--- src/rtl/comparator.sv ---
// comparator: signed two's-complement compare of a/b, returns relation flags plus max/min.
// Latency: one cycle from a sampled in_valid pair to out_valid; one pair accepted every cycle.
// Backpressure: none; downstream must consume every out_valid pulse.
module comparator #(
  parameter int WIDTH = 16,
  parameter int FRAC  = 8   // Q-format documentation only; compare is on raw bits
) (
  input  logic             clk,
  input  logic             rst,
  input  logic             in_valid,
  input  logic [WIDTH-1:0] a,
  input  logic [WIDTH-1:0] b,
  output logic             out_valid,
  output logic             a_greater,
  output logic             a_equal,
  output logic             a_less,
  output logic [WIDTH-1:0] max_val,
  output logic [WIDTH-1:0] min_val
);

  // A fractional field wider than the word is a configuration error.
  generate
    if (FRAC < 0 || FRAC > WIDTH) begin : g_frac_range
      $error("comparator: FRAC must lie in 0..WIDTH");
    end
  endgenerate

  logic             a_gt_b;
  logic             a_eq_b;
  logic             a_ge_b;

  logic             out_valid_d, out_valid_q;
  logic             a_greater_d, a_greater_q;
  logic             a_equal_d,   a_equal_q;
  logic             a_less_d,    a_less_q;
  logic [WIDTH-1:0] max_val_d,   max_val_q;
  logic [WIDTH-1:0] min_val_d,   min_val_q;

  // Magnitude relation via native signed compare: no subtraction, so no overflow at the extremes.
  always_comb begin
    a_gt_b = ($signed(a) > $signed(b));
    a_eq_b = (a == b);
    a_ge_b = a_gt_b | a_eq_b;
  end

  // Next-state: load a new result on in_valid, otherwise hold so idle operands (even X) stay out.
  always_comb begin
    out_valid_d = in_valid;
    a_greater_d = a_greater_q;
    a_equal_d   = a_equal_q;
    a_less_d    = a_less_q;
    max_val_d   = max_val_q;
    min_val_d   = min_val_q;
    if (in_valid) begin
      a_greater_d = a_gt_b;
      a_equal_d   = a_eq_b;
      a_less_d    = ~a_ge_b;
      max_val_d   = a_ge_b ? a : b;
      min_val_d   = a_ge_b ? b : a;
    end
  end

  // Output registers; reset clears everything immediately, independent of clk.
  always_ff @(posedge clk or posedge rst) begin
    if (rst) begin
      out_valid_q <= 1'b0;
      a_greater_q <= 1'b0;
      a_equal_q   <= 1'b0;
      a_less_q    <= 1'b0;
      max_val_q   <= '0;
      min_val_q   <= '0;
    end else begin
      out_valid_q <= out_valid_d;
      a_greater_q <= a_greater_d;
      a_equal_q   <= a_equal_d;
      a_less_q    <= a_less_d;
      max_val_q   <= max_val_d;
      min_val_q   <= min_val_d;
    end
  end

  assign out_valid = out_valid_q;
  assign a_greater = a_greater_q;
  assign a_equal   = a_equal_q;
  assign a_less    = a_less_q;
  assign max_val   = max_val_q;
  assign min_val   = min_val_q;

endmodule

--- config.mk ---
export PLATFORM = sky130hd
export DESIGN_NAME = comparator
export DESIGN_NICKNAME = d
export VERILOG_FILES = /design/src/rtl/comparator.sv
export SDC_FILE = /design/constraint.sdc
export NUM_CORES = 1
export LEC_CHECK = 0
export BUFFER_PORTS_ARGS = -buffer_cell sky130_fd_sc_hd__buf_2
export CORE_ASPECT_RATIO = 0.8
export CORE_MARGIN = 5
export CORE_UTILIZATION = 45
export CTS_CLUSTER_DIAMETER = 50
export DETAILED_ROUTE_END_ITERATION = 6
export PLACE_DENSITY = 0.73
export SETUP_SLACK_MARGIN = 0.2
export SYNTH_ARGS = -nofsm -noshare
export SYNTH_HDL_FRONTEND = slang
export SYNTH_SLANG_ARGS = --single-unit
export TNS_END_PERCENT = 10
--- constraint.sdc ---
create_clock -name clk -period 2.7 [get_ports clk]
set_clock_uncertainty 0.05 [all_clocks]
set_input_delay 0.135 -clock clk [delete_from_list [all_inputs] [get_ports clk]]
set_output_delay 0.135 -clock clk [all_outputs]
set_load 0.005 [all_outputs]
==> results.yml <==
placed_design:
  dp.cells: 433
  port-buffer-count: 70
  place_area_um2: 3065
  hpwlAfterDp_mm: 5.485
  routabilityCongestion: 0.8681
floorplanning:
  coreArea_um2: 5849
  rows: 25
  ios: 71
  dieArea_um2: 7577
  start_util: 0.4560
  dieHeight_um: 78.87
  die_w_um: 96.08
synthesis:
  synth-seq-cells: 36
  ys_types: 33
  yosysWarningCount: 0
  synth_seq_area_share: 0.3377
  syn_nets: 351
  syn_area_um2: 2668
  avgSynthCellArea_um2: 8.892
  syn_inst: 300
cts:
  cts_made_buffers: 5
  clk_pin_slew_worst_paths_ns: 0.08
  cts_root_buffer: "clkbuf_8"
  clockBufferDepth: 2
  cts_sinks: 36
  cts_tree: "built"
  clk_latency_ns: 0.28
  h-tree-depth: 2
  post_cts_buffers: 0
timing:
  rsz0062_at_grt: "no"
  relSlewSlack: 0.5578
  fmax_ghz: 0.4706
  final_max_slew_viol_count: 0
  min_period_ns: 2.125
  finalHoldViolations: 0
  setup_viol: 0
  tightest_slew_ns: 0.6633
  post-route-period-util: 0.7870
  final.setup.tns_ns: 0
critical_path:
  worstPathRequired_ns: 2.86
  timing.rr.start: "a_equal"
  critical_path.startpoint: "b[13]"
  critical_path_class: "primary input to flip-flop"
  r2r_end: "a_equal"
  crit_arrival_ns: 2.28
  start_kind: "primary input"
  end_kind: "flip-flop"
  r2r_cells: 1
  worstPathMaxFanout: 20
  r2r_setup_slack_ns: 1.92
final_layout:
  antenna_cells: 0
  drive_gt1_frac: 0.2825
  final_nets: 411
  syn_to_final_growth_pct: 19.47
  design_area_um2: 3187
  fillers: 572
  finalNonFillerCells: 442
run:
  maxCapViolations: 0
routing:
  num_vias: 2650
  drc: 0
  dr.pass1.iters: 4
  drt-vias-per-instance: 5.995
  routedWlPerCell_um: 17.25
  drt_iter0_markers: 227
  drtAntennaViolNets: 0
  wirelength_mm: 7.625
worst_hold_path:
  hold_class: "primary input to flip-flop"
  whs_path_depth: 3
  worstHoldStart: "b[12]"
  whs_endpoint: "min_val[12]"
global_routing:
  grt_max_degree: 40
  antenna_found_initial: 0
  grt_pass1_wl_mm: 12.68
  grt_usage: 0.2098
  overflow: 0
  grt_pass1_vias: 2633
status:
  status: "finished, final reports clean"
power_and_ir_drop:
  powerDensity_nw_per_um2: 499.8
  p_leak_uw: 0.001379
  vdd_drop_max_v: 0.0002063
  finalPower_uw: 1593
==> where the power goes <==
group          switching [uW]  internal, uW
sequential               41.3           613
combinational             263           198
clock                     203           273
total                     508          1080
==> cell usage in the layout, fill, tap and decap left out, types with 13 or more instances in the layout <==
cell / count
ha_1: 16
inv_1: 19
a41oi_1: 32
and2_1: 16
a31oi_1: 33
dfrtp_1: 36
buf_2: 70
buf_4: 13
nor2_1: 51
o311ai_1: 29
==> state kept, by name, summed over array words and instances (netlist names) <==
signal	cells
a_less	1
a_greater	1
out_valid	1
a_equal	1
max_val	16
min_val	16
==> layer usage <==
layer,routed length [um],vias to the layer above,global-route usage
li1,-,1293,-
met1,3557,1258,0.2932
met2,3379,95,0.3212
met3,616,4,0.05208
met4,72,0,0.05682
met5,0,-,0
==> stage by stage <==
stage | hold WS (ns) | worst slack (ns) | util
floorplan | 0.1164 | 0.8289 | -
global placement | 0.2211 | 0.3546 | 0.5241
detailed placement | 0.2382 | 0.2968 | 0.5241
CTS | 0.08186 | 0.6025 | 0.5448
global route | 0.09782 | 0.3363 | 0.5448
finish | 0.09101 | 0.5751 | 0.5448
==> synthesized netlist by cell type <==
library cell | number | area (um^2)
a31oi_1 | 33 | 206.5
buf_6 | 3 | 33.78
dfrtp_1 | 36 | 900.9
a221o_2 | 1 | 11.26
a311oi_2 | 1 | 15.01
o21ai_0 | 2 | 10.01
nand2b_1 | 3 | 18.77
a41oi_1 | 32 | 280.3
clkbuf_2 | 1 | 5.000
nor2_1 | 51 | 191.4
a221oi_4 | 1 | 26.28
mux2_2 | 1 | 11.26
a21oi_1 | 8 | 40.04
o311ai_1 | 29 | 254.0
inv_1 | 19 | 71.32
buf_2 | 15 | 75.07
and2_2 | 1 | 7.510
clkbuf_1 | 8 | 30.03
and2_1 | 16 | 100.1
o2111ai_1 | 1 | 8.760
nand4_1 | 1 | 6.260
nand4_2 | 1 | 12.51
nor3_2 | 1 | 10.01
o221ai_2 | 1 | 15.01
nor3_1 | 1 | 5.000
a311o_2 | 1 | 11.26
nor3_4 | 1 | 16.27
dlygate4sd1_1 | 1 | 8.760
buf_4 | 4 | 30.03
ha_1 | 16 | 200.2
o311ai_0 | 3 | 26.28
nor2b_1 | 1 | 6.260
nand2_1 | 6 | 22.52
==> timing repair <==
item / 4_1_cts / 5_1_grt
hold buffers: 1 / 0
resized for setup: 0 / 0
endpoints found under the hold margin: 36 / 0
==> worst max-delay path, stage by stage <==
cell and delay, ns:
buf_2 0.10, inv_1 0.05, ha_1 0.28, nand2_1 0.18
o21ai_0 0.21, a221oi_4 0.59, buf_4 0.36, a41oi_1 0.16
a31oi_1 0.20
==> layout make-up <==
| cell class | instances | area [um^2] | share of cell area |
|---|---|---|---|
| inverter | 19 | 71.32 | 0.02238 |
| tap | 81 | 101.3 | 0.03180 |
| timing repair buffer | 85 | 478.0 | 0.1500 |
| clock buffer | 5 | 68.82 | 0.02159 |
| sequential | 36 | 900.9 | 0.2827 |
| clock inverter | 3 | 42.54 | 0.01335 |
| multi-input combinational | 213 | 1524 | 0.4782 |
==> cell families after synthesis <==
kind of cell,Yosys count,synth area share
AO/OA/AOI/OAI,113,0.3391
AND/OR/NAND/NOR,83,0.1487
buffers and inverters,51,0.09521
flip-flops,36,0.3377
adder cells (fa/ha/maj),16,0.07505
multiplexers,1,0.004221
==> worst max-delay path by stage <==
stage / to / slack, ns / cells after the start
floorplan: max_val[10] / 0.83 / 8
CTS: max_val[9] / 0.60 / 9
global route: max_val[15] / 0.34 / 9
detailed placement: max_val[8] / 0.30 / 9
global placement: max_val[9] / 0.35 / 9
finish: max_val[9] / 0.58 / 9
Note: power is estimated with default switching activity, not from simulation.
